File: config.mk
export PLATFORM = sky130hd
export DESIGN_NAME = neuron_mac_flat
export DESIGN_NICKNAME = d
export VERILOG_FILES = /design/src/rtl/mlp_pkg.sv /design/src/rtl/neuron_mac_if.sv /design/src/rtl/relu_sat8.sv /design/src/rtl/neuron_mac.sv /design/src/flat_wrapper.sv
export SDC_FILE = /design/constraint.sdc
export NUM_CORES = 1
export LEC_CHECK = 0
export BUFFER_PORTS_ARGS = -buffer_cell sky130_fd_sc_hd__buf_2
export CAP_MARGIN = 0
export CORE_ASPECT_RATIO = 1.4
export CORE_MARGIN = 1
export CORE_UTILIZATION = 55
export DETAILED_ROUTE_END_ITERATION = 8
export PLACE_DENSITY = 0.74
export SETUP_SLACK_MARGIN = 0.1
export SLEW_MARGIN = 30
export SYNTH_ARGS = -nofsm -noshare
export SYNTH_HDL_FRONTEND = slang
export SYNTH_SLANG_ARGS = --single-unit
File: constraint.sdc
create_clock -name clk -period 5.65 [get_ports clk]
set_input_delay 0.2825 -clock clk [delete_from_list [all_inputs] [get_ports clk]]
set_output_delay 0.2825 -clock clk [all_outputs]
set_load 0.01 [all_outputs]
File: src/rtl/mlp_pkg.sv
// Shared MLP datapath types and constants: FSM state encoding, data width,
// ReLU ceiling and default fixed-point fraction.
package mlp_pkg;
    localparam int DATA_W   = 8;
    localparam int RELU_MAX = 127;
    localparam int FRAC_DEF = 4;

    typedef enum logic [1:0] {
        IDLE,
        ACC,
        ACT
    } state_t;
endpackage

File: src/rtl/neuron_mac_if.sv
// Operand/result bundle between a neuron_mac and its operand memories and
// downstream result register; master is the neuron's environment.
interface neuron_mac_if #(
    parameter int IDX_W = 5
);
    import mlp_pkg::*;

    logic                     start;
    logic signed [DATA_W-1:0] bias;
    logic signed [DATA_W-1:0] x_in;
    logic signed [DATA_W-1:0] w_in;
    logic [IDX_W-1:0]         idx;
    logic                     busy;
    logic [DATA_W-1:0]        y;
    logic                     y_valid;

    modport master (
        output start, bias, x_in, w_in,
        input  idx, busy, y, y_valid
    );

    modport slave (
        input  start, bias, x_in, w_in,
        output idx, busy, y, y_valid
    );
endinterface

File: src/rtl/relu_sat8.sv
// Rescale a signed accumulator by FRAC and clamp it to the 8-bit ReLU range
// 0..RELU_MAX; purely combinational.
module relu_sat8
    import mlp_pkg::*;
#(
    parameter int ACC_W = 24,
    parameter int FRAC  = FRAC_DEF
) (
    input  logic signed [ACC_W-1:0] acc,
    output logic [DATA_W-1:0]       y
);
    localparam logic signed [ACC_W-1:0] CEIL = ACC_W'(RELU_MAX);

    logic signed [ACC_W-1:0] s;

    assign s = acc >>> FRAC;

    always_comb begin
        y = '0;
        if (s[ACC_W-1]) begin
            y = '0;
        end else if (s > CEIL) begin
            y = DATA_W'(RELU_MAX);
        end else begin
            y = s[DATA_W-1:0];
        end
    end
endmodule

File: src/rtl/neuron_mac.sv
// Single-neuron MAC: bias + sum(x*w) over N_INPUTS, rescaled, ReLU-saturated.
// Result N_INPUTS+2 edges after start; start is ignored while busy (no backpressure on y).
module neuron_mac
    import mlp_pkg::*;
#(
    parameter int N_INPUTS = 8,
    parameter int IDX_W    = 5,
    parameter int ACC_W    = 24,
    parameter int FRAC     = FRAC_DEF
) (
    input  logic         clk,
    input  logic         rst,
    neuron_mac_if.slave  bus
);
    localparam logic [IDX_W-1:0] LAST_IDX = IDX_W'(N_INPUTS - 1);

    state_t                   state_q, state_d;
    logic signed [ACC_W-1:0]  acc_q, acc_d;
    logic [IDX_W-1:0]         idx_q, idx_d;
    logic                     busy_q, busy_d;
    logic [DATA_W-1:0]        y_q, y_d;
    logic                     y_valid_q, y_valid_d;

    logic signed [2*DATA_W-1:0] prod;
    logic signed [ACC_W-1:0]    prod_ext;
    logic signed [ACC_W-1:0]    bias_ext;
    logic [DATA_W-1:0]          relu_y;

    assign prod     = bus.x_in * bus.w_in;
    assign prod_ext = {{(ACC_W-2*DATA_W){prod[2*DATA_W-1]}}, prod};
    assign bias_ext = {{(ACC_W-DATA_W){bus.bias[DATA_W-1]}}, bus.bias};

    relu_sat8 #(
        .ACC_W (ACC_W),
        .FRAC  (FRAC)
    ) u_relu (
        .acc (acc_q),
        .y   (relu_y)
    );

    always_comb begin
        state_d   = state_q;
        acc_d     = acc_q;
        idx_d     = idx_q;
        busy_d    = busy_q;
        y_d       = y_q;
        y_valid_d = 1'b0;
        unique case (state_q)
            IDLE: begin
                if (bus.start) begin
                    state_d = ACC;
                    // Bias is pre-scaled so it lines up with the product's fraction bits.
                    acc_d   = bias_ext <<< FRAC;
                    idx_d   = '0;
                    busy_d  = 1'b1;
                end
            end
            ACC: begin
                acc_d = acc_q + prod_ext;
                if (idx_q == LAST_IDX) begin
                    state_d = ACT;
                    idx_d   = '0;
                end else begin
                    idx_d = idx_q + 1'b1;
                end
            end
            ACT: begin
                y_d       = relu_y;
                y_valid_d = 1'b1;
                busy_d    = 1'b0;
                state_d   = IDLE;
            end
            default: begin
                state_d = IDLE;
                busy_d  = 1'b0;
                idx_d   = '0;
            end
        endcase
    end

    always_ff @(posedge clk) begin
        if (rst) begin
            state_q   <= IDLE;
            acc_q     <= '0;
            idx_q     <= '0;
            busy_q    <= 1'b0;
            y_q       <= '0;
            y_valid_q <= 1'b0;
        end else begin
            state_q   <= state_d;
            acc_q     <= acc_d;
            idx_q     <= idx_d;
            busy_q    <= busy_d;
            y_q       <= y_d;
            y_valid_q <= y_valid_d;
        end
    end

    assign bus.idx     = idx_q;
    assign bus.busy    = busy_q;
    assign bus.y       = y_q;
    assign bus.y_valid = y_valid_q;
endmodule

File: src/flat_wrapper.sv
// flat-port wrapper written by rule: the top's interface ports become plain ports
module neuron_mac_flat import mlp_pkg::*;
#(
    parameter int N_INPUTS = 8,
    parameter int IDX_W    = 5,
    parameter int ACC_W    = 24,
    parameter int FRAC     = FRAC_DEF
)
  (clk, rst, bus_start, bus_bias, bus_x_in, bus_w_in, bus_idx, bus_busy, bus_y, bus_y_valid);
  neuron_mac_if #(.IDX_W(IDX_W)) bus_i ();
  input  logic clk;
  input  logic rst;
  input wire logic [$bits(bus_i.start)-1:0] bus_start;
  input wire logic [$bits(bus_i.bias)-1:0] bus_bias;
  input wire logic [$bits(bus_i.x_in)-1:0] bus_x_in;
  input wire logic [$bits(bus_i.w_in)-1:0] bus_w_in;
  output wire logic [$bits(bus_i.idx)-1:0] bus_idx;
  output wire logic [$bits(bus_i.busy)-1:0] bus_busy;
  output wire logic [$bits(bus_i.y)-1:0] bus_y;
  output wire logic [$bits(bus_i.y_valid)-1:0] bus_y_valid;
  assign bus_i.start = bus_start;
  assign bus_i.bias = bus_bias;
  assign bus_i.x_in = bus_x_in;
  assign bus_i.w_in = bus_w_in;
  assign bus_idx = bus_i.idx;
  assign bus_busy = bus_i.busy;
  assign bus_y = bus_i.y;
  assign bus_y_valid = bus_i.y_valid;
  neuron_mac #(.N_INPUTS(N_INPUTS), .IDX_W(IDX_W), .ACC_W(ACC_W), .FRAC(FRAC)) u_core (.clk(clk), .rst(rst), .bus(bus_i));
endmodule
# Yosys cells after proc, flatten, opt, wreduce, memory -nomap -nowiden
# Index checks and enable logic that the tools add are counted.
word_totals:
  ramBits: 0
  memories: 0
  regBits: 41
  latch_bits: 0
  word_cells: 36
  output_inout_bits: 15
  in_bits: 27
  rom_bits: 0
classes:
  order_cmp: 1
  mux: 13
  n_eq_ne: 5
  bitwise_logic: 2
  reduce_logical: 6
  addsub: 2
  mul: 1
  shifts: 0
  div_mod_pow: 0
ops:
  columns: ["cell", "n"]
  rows:
  - ["24-bit case mux with 2 select lines", 1]
  - ["24-bit by 16-bit adder with 24-bit output", 1]
  - ["24-bit 2-to-1 mux", 1]
  - ["20-bit by 8-bit greater-than comparator with 1-bit output, second input constant", 1]
  - ["8-bit by 8-bit multiplier with 16-bit output", 1]
  - ["8-bit 2-to-1 mux", 2]
  - ["5-bit case mux with 3 select lines", 1]
  - ["5-bit 2-to-1 mux", 2]
  - ["2-bit AND reduction", 4]
  - ["5-bit by 1-bit adder with 5-bit output, second input constant", 1]
  - ["5-bit by 3-bit == test with 1-bit output, second input constant", 1]
  - ["2-bit 2-to-1 mux", 2]
  - ["2-bit case mux with 2 select lines", 1]
  - ["2-bit by 1-bit == test with 1-bit output, second input constant", 1]
  - ["2-bit == test, second input constant", 1]
  - ["2-bit zero test", 1]
  - ["1-bit 2-to-1 mux", 2]
  - ["2-bit by 1-bit inequality test with 1-bit output, second input constant", 1]
  - ["2-bit inequality test, second input constant", 1]
  - ["1-bit NOT", 2]
  - ["1-bit case mux with 2 select lines", 1]
  - ["2-bit nonzero test", 1]

# Logic depth before layout (Yosys ltp)
depth:
  word_depth: 3
  ltp_mapped: 18
  mapped_depth_nobuf: 17

# Hierarchy
# Synthesis repeated with hierarchy kept, for this count alone.
unflattened:
  hier_cells: 644
  area_unflattened_um2: 6025.8
by_module_without_submodules:
  columns: ["module", "area_each_um2", "n_inst", "seq_area_each_um2", "cells_per_inst"]
  rows:
  - ["neuron_mac", 5889.4, 1, 820.8, 625]
  - ["relu_sat8", 136.4, 1, 0.0, 19]

# Least setup slack after synthesis
# No wires, ideal clock.
synth_timing:
  path_kind: "input-to-reg"
  startpoint: "input port bus_w_in[1]"
  endpoint: "register u_core.acc_q[22]"
  stages: 14
  n_path_buf: 1
  setup_time_ps: 125
  path_slack_ps: 312
  t_required_ps: 5525
  arrival_ps: 5214
  path_cell_list: "clkbuf_1 > and2_1 > fa_1 > fa_1 > fa_1 > fa_1 > ha_1 > ha_1 > a21o_1 > a221oi_4 > o22ai_2 > o311ai_2 > mux2i_1 > nand3_1"
synth_between:
  elab_chain_cells: 3
synth_lines:
  columns: ["element", "line_no", "rtl"]
  rows:
  - ["start: declaration", "flat_wrapper.sv:16", "input wire logic [$bits(bus_i.w_in)-1:0] bus_w_in;"]
  - ["8-bit by 8-bit multiplier with 16-bit output", "neuron_mac.sv:29", "assign prod = bus.x_in * bus.w_in;"]
  - ["24-bit by 16-bit adder with 24-bit output", "neuron_mac.sv:59", "acc_d = acc_q + prod_ext;"]
  - ["24-bit case mux with 2 select lines", "neuron_mac.sv:48", "unique case (state_q)"]
  - ["end signal: assignment", "neuron_mac.sv:84", "acc_q <= '0;"]
  - ["end signal: assignment", "neuron_mac.sv:91", "acc_q <= acc_d;"]
  - ["end: declaration", "neuron_mac.sv:18", "logic signed [ACC_W-1:0] acc_q, acc_d;"]
# No other way between the ends.
# A chain may end at the register's enable or synchronous reset.

# Final worst setup path
layout_timing:
  startpoint: "input port bus_w_in[2]"
  endpoint: "register u_core.acc_q[23]"
# The elaborated chain is that of the path after synthesis.

==> summary.txt <==
Floorplanning
  – Initial Util: 0.567
  – Die height: 124 um
  – Chip Width: 89.3 um
  – I/O pin total: 42
  – Row cnt: 44
  – Area of the die: 0.0111 mm^2
  – Core ar.: 0.0103 mm^2

Flow run
  – Max_cap viols: 0

Synthesis
  – Post-synth EDFFs: 0
  – Ys Warns: 0
  – Post-synthesis sequential area ratio: 0.140
  – Post-synth top area share: 0.355
  – Most used DFF post-synth: dfxtp_1
  – Synth unique cells: 63
  – Syn_nets: 797
  – Mapped Avg Cell Area: 9.60 um^2
  – Synthesized instance count: 611
  – Async set or reset register ratio after synthesis: 0
  – Mapped Area: 0.00587 mm^2
  – Synth area leaders: fa_1, dfxtp_1, ha_1
  – Leading area contributor after synthesis: fa_1
  – #FFs+latches synth: 41

Critical path
  – Crit-path slowest cell: fa_1
  – Flop2flop setup slack: 760 ps
  – Crit path from: bus_w_in[2]
  – CP most frequent cell: fa_1
  – CP Cell Sequence: buf_2 > nand2_1 > inv_1 > fa_1 > inv_1 > fa_1 > inv_1 > fa_1 > fa_1 > ha_1 > ha_1 > a21o_2 > a31o_2 > nor3_1 > a2111o_1 > nand3_1
  – R2r startpoint: u_core.acc_q[6]
  – R2R depth: 16
  – Req. time, crit path: 5830 ps
  – Arrival @ worst endpoint: 5230 ps
  – Setup Crit Path Kind: in -> reg
  – CP startpoint kind: input port
  – Worst setup EP type: register
  – Worst Path Max Fanout: 8
  – CP peak stage delay: 640 ps

Global route
  – Initial antenna violation count: 0
  – Wire length of the first global-routing pass: 22.4 mm
  – Largest net degree at the start of global routing: 37
  – GRT Total Usage: 0.259
  – Vias in the first global route: 4750
  – GRT overflow: 0

Route
  – Via density: 5.67
  – 1st-iter DRT viols: 223
  – WL/cell: 16.5 um
  – TritonRoute pass-1 iters: 4
  – Post-Route WL: 13.0 mm
  – Final ANT Viol Nets: 0
  – # DRC: 0
  – Vias: 4466

Final layout
  – Commonest non-fill, non-tap cells in the layout: fa_1, inv_1, ha_1, nor2_1
  – Most common cell after layout, fill and taps aside: fa_1
  – Antenna diodes: 0
  – Area Growth Syn to Fin: 8.34%
  – Nets: 834
  – Share of layout cells above drive strength 1: 0.105

CTS
  – CTS tree: built
  – Postcts setup bufs: 0
  – Clock-pin slew of the registers on the worst-case setup and hold paths: 60 ps
  – Hold Buf Count CTS: 0
  – Bufs on Longest Clock Path: 2
  – # clock sinks: 41
  – TritonCTS Buffers: 5
  – Worst skew pair latency: 290 ps
  – Gates resized, CTS repair: 0
  – H-tree depth: 2
  – Root Driver: clkbuf_16

Place
  – Final estimated routing congestion in global placement: 0.852
  – IO buf count: 41
  – Final HPWL DP: 11.0 mm

STA
  – Final setup violation count: 0
  – Worst slew pin tran: 835 ps
  – Total negative slack: 0 ps
  – Period utilization: 0.894
  – Unrepaired setup endpoints after global routing: no
  – Final hold vios: 0
  – Max Clk Rate: 198 MHz
  – Final min period: 5050 ps
  – Final setup skew: 7.08 ps
  – Max-slew violations: 0
  – Slew Limit Headroom: 0.442

Worst hold path
  – Worst Hold Depth: 3
  – Hold Startpoint: bus_bias[6]
  – Worst hold-check path type: in -> reg

Run status
  – Status: finished clean
==> per-stage QoR <==
step / std cells / setup slack [ps] / hold slack, ps / util / area [um^2]
CTS: 787 / 576 / 325 / 0.614 / 6360
global route: 787 / 303 / 345 / 0.614 / 6360
finish: 787 / 598 / 329 / 0.614 / 6360
floorplan: 611 / 312 / 465 / - / 5870
detailed placement: 779 / 288 / 478 / 0.600 / 6210
global placement: 779 / 412 / 470 / 0.600 / 6210
==> critical path, delay by kind of cell <==
| kind | cells | cell delay [ps] |
|---|---|---|
| adder cells (fa/ha/maj) | 6 | 2940 |
| AO/OA/AOI/OAI | 3 | 700 |
| buffers and inverters | 4 | 650 |
| AND/OR/NAND/NOR | 3 | 650 |
==> state kept, by name, summed over array words and instances (netlist names) <==
name / cells
u_core.bus.busy: 1
u_core.state_q: 2
u_core.bus.idx: 5
u_core.acc_q: 24
u_core.bus.y_valid: 1
u_core.bus.y: 8
==> layout make-up <==
type	instances	area [um^2]
well taps	138	173
clock buffers	5	125
repair buffers	45	235
multi-input cells	455	4600
inverters	100	375
fillers	941	3990
clock inverters	3	25.0
flip-flops and latches	41	821
==> metal layers <==
layer,GRT usage,wire (um),up-vias
li1,-,-,2102
met1,0.320,5070,2233
met2,0.455,7090,101
met3,0.0226,353,30
met4,0.0980,483,0
met5,0,0,-
==> path summary, 6_finish.rpt <==
check	end
worst max-delay path	u_core.acc_q[23]
worst min-delay path	u_core.acc_q[10]
worst max register to register	u_core.acc_q[22]
worst min register to register	u_core.bus.y[1]
==> cell usage after synthesis, types with 4 or more instances <==
cell and number:
nor4_1 7, nand2b_1 6, a31oi_1 5, a21o_1 9
and2_1 34, a21oi_1 23, nor3_1 16, o31ai_1 4
o221ai_1 4, dfxtp_1 41, ha_1 55, xor2_1 6
o21ai_0 10, clkbuf_1 11, fa_1 104, xnor2_1 13
o21a_1 4, nor2_1 46, nand2_1 34, or3_1 5
inv_1 99, a22oi_1 5, nand4_1 4, a32oi_1 4
nand3_1 8
==> cells by family after synthesis <==
kind of cell | share of synthesized area
xor gates and xnor gates | 0.0284
and+or+nand+nor | 0.147
adders and majority gates | 0.472
DFF | 0.140
AOI/OAI and AO/OA | 0.132
buffers and inverters | 0.0757
muxes | 0.00512
Power is left out: the tool's default activity adds up to more than one toggle a clock period on the data nets, which glitch-free logic cannot reach.
